### src/rtl/instr_queue.sv
// instr_queue: dual-write / dual-read FWFT instruction queue between fetch scheduler and decode.
// Optional same-cycle bypass of an empty queue: define INSTR_QUEUE_BYPASS_EN.
module instr_queue #(
    parameter int DEPTH   = 8,
    parameter int ENTRY_W = 64
) (
    input  logic                       clk,
    input  logic                       rst,
    input  logic                       write1,
    input  logic                       write2,
    input  logic [ENTRY_W-1:0]         wdata1,
    input  logic [ENTRY_W-1:0]         wdata2,
    output logic                       stall,
    input  logic                       flush,
    input  logic                       pop1,
    input  logic                       pop2,
    output logic                       valid1,
    output logic                       valid2,
    output logic [ENTRY_W-1:0]         rdata1,
    output logic [ENTRY_W-1:0]         rdata2,
    output logic [$clog2(DEPTH):0]     count
);
    localparam int AW = $clog2(DEPTH);
    localparam int CW = AW + 1;
    logic [ENTRY_W-1:0] r_mem [DEPTH];
    logic [AW-1:0]      r_head, r_tail;
    logic [CW-1:0]      r_count;
    logic               w_byp, w_push1, w_push2, w_pop1, w_pop2;
    logic [1:0]         w_npush, w_npop;
    logic [AW-1:0]      w_head1, w_tail1;
`ifdef INSTR_QUEUE_BYPASS_EN
    assign w_byp = (r_count == '0) & (write1 | write2) & ~flush;
`else
    assign w_byp = 1'b0;
`endif
    assign stall   = r_count > CW'(DEPTH - 2);
    assign count   = r_count;
    assign w_head1 = r_head + AW'(1);
    assign w_tail1 = r_tail + AW'(1);
    assign valid1  = (r_count != '0) | w_byp;
    assign valid2  = (r_count >= CW'(2)) | (w_byp & write1 & write2);
    assign rdata1  = w_byp ? (write1 ? wdata1 : wdata2) : r_mem[r_head];
    assign rdata2  = w_byp ? wdata2 : r_mem[w_head1];
    // a stalled write is dropped whole, so a single accepted push always has room for two
    assign w_push1 = (write1 | write2) & ~stall & ~flush;
    assign w_push2 = write1 & write2 & ~stall & ~flush;
    assign w_pop1  = pop1 & valid1 & ~flush;
    assign w_pop2  = pop2 & w_pop1 & valid2;
    assign w_npush = {1'b0, w_push1} + {1'b0, w_push2};
    assign w_npop  = {1'b0, w_pop1} + {1'b0, w_pop2};
    always_ff @(posedge clk or posedge rst) begin
        if (rst) begin
            r_head  <= '0;
            r_tail  <= '0;
            r_count <= '0;
        end else if (flush) begin
            r_head  <= '0;
            r_tail  <= '0;
            r_count <= '0;
        end else begin
            r_head  <= r_head + AW'(w_npop);
            r_tail  <= r_tail + AW'(w_npush);
            r_count <= r_count + CW'(w_npush) - CW'(w_npop);
        end
    end
    // bypassed entries are written too; head simply advances past them when popped
    always_ff @(posedge clk) begin
        if (w_push1) r_mem[r_tail] <= write1 ? wdata1 : wdata2;
        if (w_push2) r_mem[w_tail1] <= wdata2;
    end
endmodule

### config.mk
export PLATFORM = sky130hd
export DESIGN_NAME = instr_queue
export DESIGN_NICKNAME = d
export VERILOG_FILES = /design/src/rtl/instr_queue.sv
export SDC_FILE = /design/constraint.sdc
export NUM_CORES = 1
export LEC_CHECK = 0
export ABC_AREA = 1
export CAP_MARGIN = 5
export CELL_PAD_IN_SITES_DETAIL_PLACEMENT = 2
export CELL_PAD_IN_SITES_GLOBAL_PLACEMENT = 2
export CORE_MARGIN = 1
export CORE_UTILIZATION = 32
export CTS_BUF_LIST = sky130_fd_sc_hd__clkbuf_2 sky130_fd_sc_hd__clkbuf_4 sky130_fd_sc_hd__clkbuf_8
export CTS_CLUSTER_SIZE = 8
export DETAILED_ROUTE_END_ITERATION = 6
export HOLD_SLACK_MARGIN = 0.15
export PLACE_DENSITY_LB_ADDON = 0.1
export SYNTH_ARGS = -nofsm -noshare
export SYNTH_HDL_FRONTEND = slang
export SYNTH_SLANG_ARGS = --single-unit
### constraint.sdc
create_clock -name clk -period 6 [get_ports clk]
set_input_delay 1.2 -clock clk [delete_from_list [all_inputs] [get_ports clk]]
set_output_delay 1.2 -clock clk [all_outputs]
set_load 0.01 [all_outputs]
After elaboration in Yosys (flattened, before gate mapping)
Memory sizes are Yosys's and may differ from the RTL's.
Cells that the tools add are included.

word-level totals
  register bits after elaboration = 10
  memory bits (writable) = 512
  input port bits = 135
  output and inout port bits = 135
  word-level logic and storage cells = 35
  memories = 1

memory list
  memory  words  width  rd ports  clocked after Yosys merged registers in  wr ports  line  source
  r_mem   8      64     2         0                                        2         25    logic [ENTRY_W-1:0] r_mem [DEPTH];

operators by class
  add/subtract/negate cells = 8
  magnitude comparators = 2
  multiplexer cells = 8
  bitwise gates (word level) = 12
  reductions and logical operators = 1

operators with widths
  kind                                                                   count
  64-bit 2-to-1 mux                                                      1
  1-bit AND                                                              9
  3-bit by 1-bit adder with 3-bit output, second input constant          2
  3-bit by 2-bit adder with 3-bit output                                 2
  3-bit 2-to-1 mux                                                       2
  1-bit by 1-bit adder with 2-bit output                                 2
  4-bit by 2-bit adder with 4-bit output                                 1
  4-bit by 2-bit >= comparator with 1-bit output, second input constant  1
  4-bit by 3-bit > comparator with 1-bit output, second input constant   1
  1-bit 2-to-1 mux                                                       4
  4-bit 2-to-1 mux                                                       1
  4-bit nonzero test                                                     1
  4-bit by 2-bit subtractor with 4-bit output                            1
  1-bit inverter                                                         2
  1-bit OR                                                               1

Logic depth before layout (Yosys ltp)
  depth after elaboration = 8
  depth in mapped cells = 17

Worst setup path after synthesis
OpenSTA, ideal clock, no wires.

  kind = input port to flip-flop
  start point = input write1
  end point = memory r_mem[0][0] (enable)
  library setup time = 574 ps
  data arrival time = 6241 ps
  slack = -816 ps
  stages = 5
  buffers on the path = 1
  path through = clkbuf_1 > nor2_1 > nor2_1 > nand2_1 > o21ai_0

RTL lines
  what         line  source
  from (decl)  9     input logic write1,
  to (decl)    25

Final worst setup path
  start point = register r_head[0]
  end point = output rdata2[40]

on the way
  longest elaborated chain between the ends = 2

ends and longest elaborated chain
  what                                    line  source
  from (decl)                             26    logic [AW-1:0] r_head, r_tail;
  from (signal assigned)                  61    r_head <= r_head + AW'(w_npop);
  3-bit by 1-bit adder with 3-bit output  38    assign w_head1 = r_head + AW'(1);
  memory read 8 x 64 bit                  n/a
  to (decl)                               20    output logic [ENTRY_W-1:0] rdata2,

Every way passes these cells.

==> flow_metrics.py <==
metrics = {
    "logic_synthesis": {
        "seq_area_frac_synth_pct": 44.8,
        "synth_top_area_share_pct": 44.1,
        "synth_top_area_cell": "edfxtp_1",
        "ys_seq_elements": 522,
        "synthTopCellsByCount": "nand2_1 (2258), nand3_1 (527), edfxtp_1 (512)",
        "ys_warn_count": 0,
        "syn_area_um2": 34900,
        "syn_inst": 4733,
        "ys.flop_type": "edfxtp_1",
        "ys_types": 24,
        "synth_edf_count": 512,
        "synthTopCellsByArea": "edfxtp_1 (44%), nand2_1 (24%), o211ai_1 (8.3%)",
        "avgSynthCellArea_um2": 7.37,
        "async_flop_share_pct": 1.92,
        "synth.most_common_cell": "nand2_1",
        "synth_fp_nets": 4884,
    },
    "routing": {
        "viasPerCell": 5.60,
        "remaining_drc_errors": 0,
        "drt_first_pass_iters": 5,
        "routedWlPerCell_um": 26.1,
        "drtAntennaViolNets": 0,
        "num_vias": 34900,
        "drt_iter0_markers": 2339,
        "wl_um": 163000,
    },
    "worst_setup_path": {
        "r2r_start": "r_tail[0]$_DFF_PP0_",
        "r2r_end": "r_mem[6][24]$_DFFE_PP_",
        "crit_path_start_kind": "flip-flop",
        "path_max_fanout": 99,
        "arrival_ps": 3840,
        "ff2ff_path_depth": 10,
        "worstSetupEndpointType": "primary output",
        "worst-setup-path-type": "flip-flop to primary output",
        "timing.reg2reg.setup_slack_ps": 2260,
        "crit_required_ps": 4800,
    },
    "sta": {
        "tns_ps": 0,
        "layout_min_cycle_time_ps": 5040,
        "worst_pin_slew_ps": 1140,
        "whs_ps": 701,
        "drv_slew": 0,
        "hold_violations": 0,
        "rsz0062_at_grt": "false",
        "fin_ws_ps": 959,
        "max_clock_freq_mhz": 198,
        "setup_viol": 0,
        "clock_skew_ps": 30.1,
        "period_share_pct": 84.0,
        "maxSlewHeadroom_pct": 24.0,
    },
    "power_and_ir_drop": {
        "swShare_pct": 43.7,
        "irDropWorstVdd_mv": 0.245,
        "comb_power_share_pct": 47.3,
        "pwr-share-clk_pct": 23.7,
        "power_frac_seq_pct": 29.0,
        "finalPower_mw": 15.5,
        "power.switching_mw": 6.75,
        "cellPowerDensity_nw_per_um2": 387,
        "leakagePower_nw": 17.6,
        "power.internal_mw": 8.71,
    },
    "clock_network": {
        "cts_max_path_buffers": 3,
        "clk_pin_slew_ps": 60,
        "cts.hold.buffers_added": 0,
        "cts_max_level": 3,
        "postCtsSetupBuffers": 0,
        "cts_tree": "built",
        "cts_sinks": 522,
        "clk_latency_ps": 780,
        "cts-root-buf": "clkbuf_8",
        "ctsResizeCount": 0,
        "cts_buffers": 105,
    },
    "placement": {
        "dpl-instance-area_um2": 37900,
        "dpl.hpwl_um": 92100,
        "placedCellCount": 6045,
        "portBuffers": 269,
        "place_congestion": 0.763,
        "dp_slack_ps": 1520,
    },
    "run": {
        "cap_viol_max_count": 0,
    },
    "final_layout": {
        "drive_above_1_share_pct": 5.94,
        "regArea_um2": 15600,
        "finalNonFillerCells": 6237,
        "multi_input_area_um2": 15900,
        "final_area_um2": 39900,
        "fin_nets": 4900,
        "area_delta_synth_final_pct": 14.4,
        "utilization_pct": 37.1,
        "fill_cells": 12500,
    },
    "status": {
        "run_status": "complete, no violations",
    },
    "floorplan": {
        "core-area_um2": 108000,
        "die_x_um": 332,
        "rows": 120,
        "initial_core_util_pct": 32.4,
        "dieHeight_um": 332,
        "ioPinCount": 270,
        "die-area_um2": 110000,
    },
    "grt": {
        "grt_pass1_vias": 37300,
        "grt_pass1_wl_um": 242000,
        "grt_start_max_net_pins": 177,
        "grt_overflow": 0,
        "antenna_found_initial": 4,
        "grtUsageTotal_pct": 29.1,
    },
    "worst_hold_path": {
        "hold_start": "count[0]$_DFF_PP0_",
        "hold_path_end": "count[0]$_DFF_PP0_",
        "min_path_type": "flip-flop to flip-flop",
        "holdPathStages": 3,
    },
}
logic make-up after synthesis:
group | after synthesis | synth area share, %
flops | 522 | 44.8
simple gates | 2809 | 32.2
buf+inv | 730 | 10.2
fa+ha+maj | 16 | 0.660
compound gates | 654 | 12.1
xor+xnor | 2 | 0.0502
power groups by stage:
| stage | Sequential (mW) | Clock, mW | Combinational, mW |
|---|---|---|---|
| 2_1_floorplan | 4.55 | 0 | 4.15 |
| 3_3_place_gp | 4.54 | 0 | 7.20 |
| 3_5_place_dp | 4.55 | 0 | 7.32 |
| 4_1_cts | 4.48 | 3.74 | 7.37 |
| 5_1_grt | 4.50 | 3.87 | 7.95 |
| 6_report | 4.48 | 3.67 | 7.31 |
placed cells by master, fill, tap and decap left out:
cell,Yosys,routed
a21oi_1,132,132
and3_1,1,1
buf_12,0,13
buf_4,47,72
clkbuf_4,0,41
clkbuf_8,0,107
clkdlybuf4s50_1,0,268
clkinv_1,0,27
clkinv_2,1,11
clkinvlp_4,0,4
dfrtp_1,10,7
dfrtp_4,0,3
diode_2,0,1
edfxtp_1,512,512
fa_1,4,4
ha_1,12,11
ha_4,0,1
inv_1,281,279
inv_2,4,1
inv_4,0,2
inv_6,0,3
inv_8,0,2
nand2_1,2258,2251
nand2_4,0,8
nand3_1,527,527
nand3_2,1,1
nor2_1,20,12
nor2_4,1,9
o211ai_1,384,384
o21ai_0,138,130
o21ai_4,0,8
xnor2_1,2,1
xnor2_2,0,1
layout make-up:
| class | instances | share of cell area [%] |
|---|---|---|
| Multi-Input combinational cell | 3481 | 39.9 |
| Clock buffer | 148 | 4.46 |
| Sequential cell | 522 | 39.2 |
| Clock inverter | 43 | 0.508 |
| Inverter | 286 | 2.75 |
| Tap cell | 1403 | 4.40 |
| Antenna cell | 1 | 0.00627 |
| Timing Repair Buffer | 353 | 8.73 |
critical path, stage by stage, from the launching register on:
cell and delay, ps:
dfrtp_4 490, buf_12 370, buf_4 870, o21ai_0 250, nand2_1 110, nand2_1 50
nand2_1 210, clkdlybuf4s50_1 590
registers in the layout (all words and copies together), names as in the netlist:
signal,cells
r_tail,3
r_head,3
count,4
r_mem,512
metal layers:
layer / part of all wire (%) / vias up / GRT usage (%)
li1: - / 15700 / -
met1: 43 / 18000 / 37.0
met2: 49 / 924 / 50.7
met3: 4.3 / 334 / 3.21
met4: 3.6 / 2 / 10.5
met5: 0.0086 / - / 0
worst max-delay path by stage:
stage                             start                endpoint  slack (ps)  cells after the start
floorplan                        write1   r_mem[0][0]$_DFFE_PP_        -820                      5
global placement                  flush  r_mem[1][20]$_DFFE_PP_        1570                      7
detailed placement                flush  r_mem[1][27]$_DFFE_PP_        1520                      7
CTS                 r_head[0]$_DFF_PP0_               rdata2[0]         900                      7
global route        r_head[0]$_DFF_PP0_               rdata2[0]         790                      7
finish              r_head[0]$_DFF_PP0_              rdata2[40]         960                      7
Note: power is estimated with default switching activity, not from simulation.
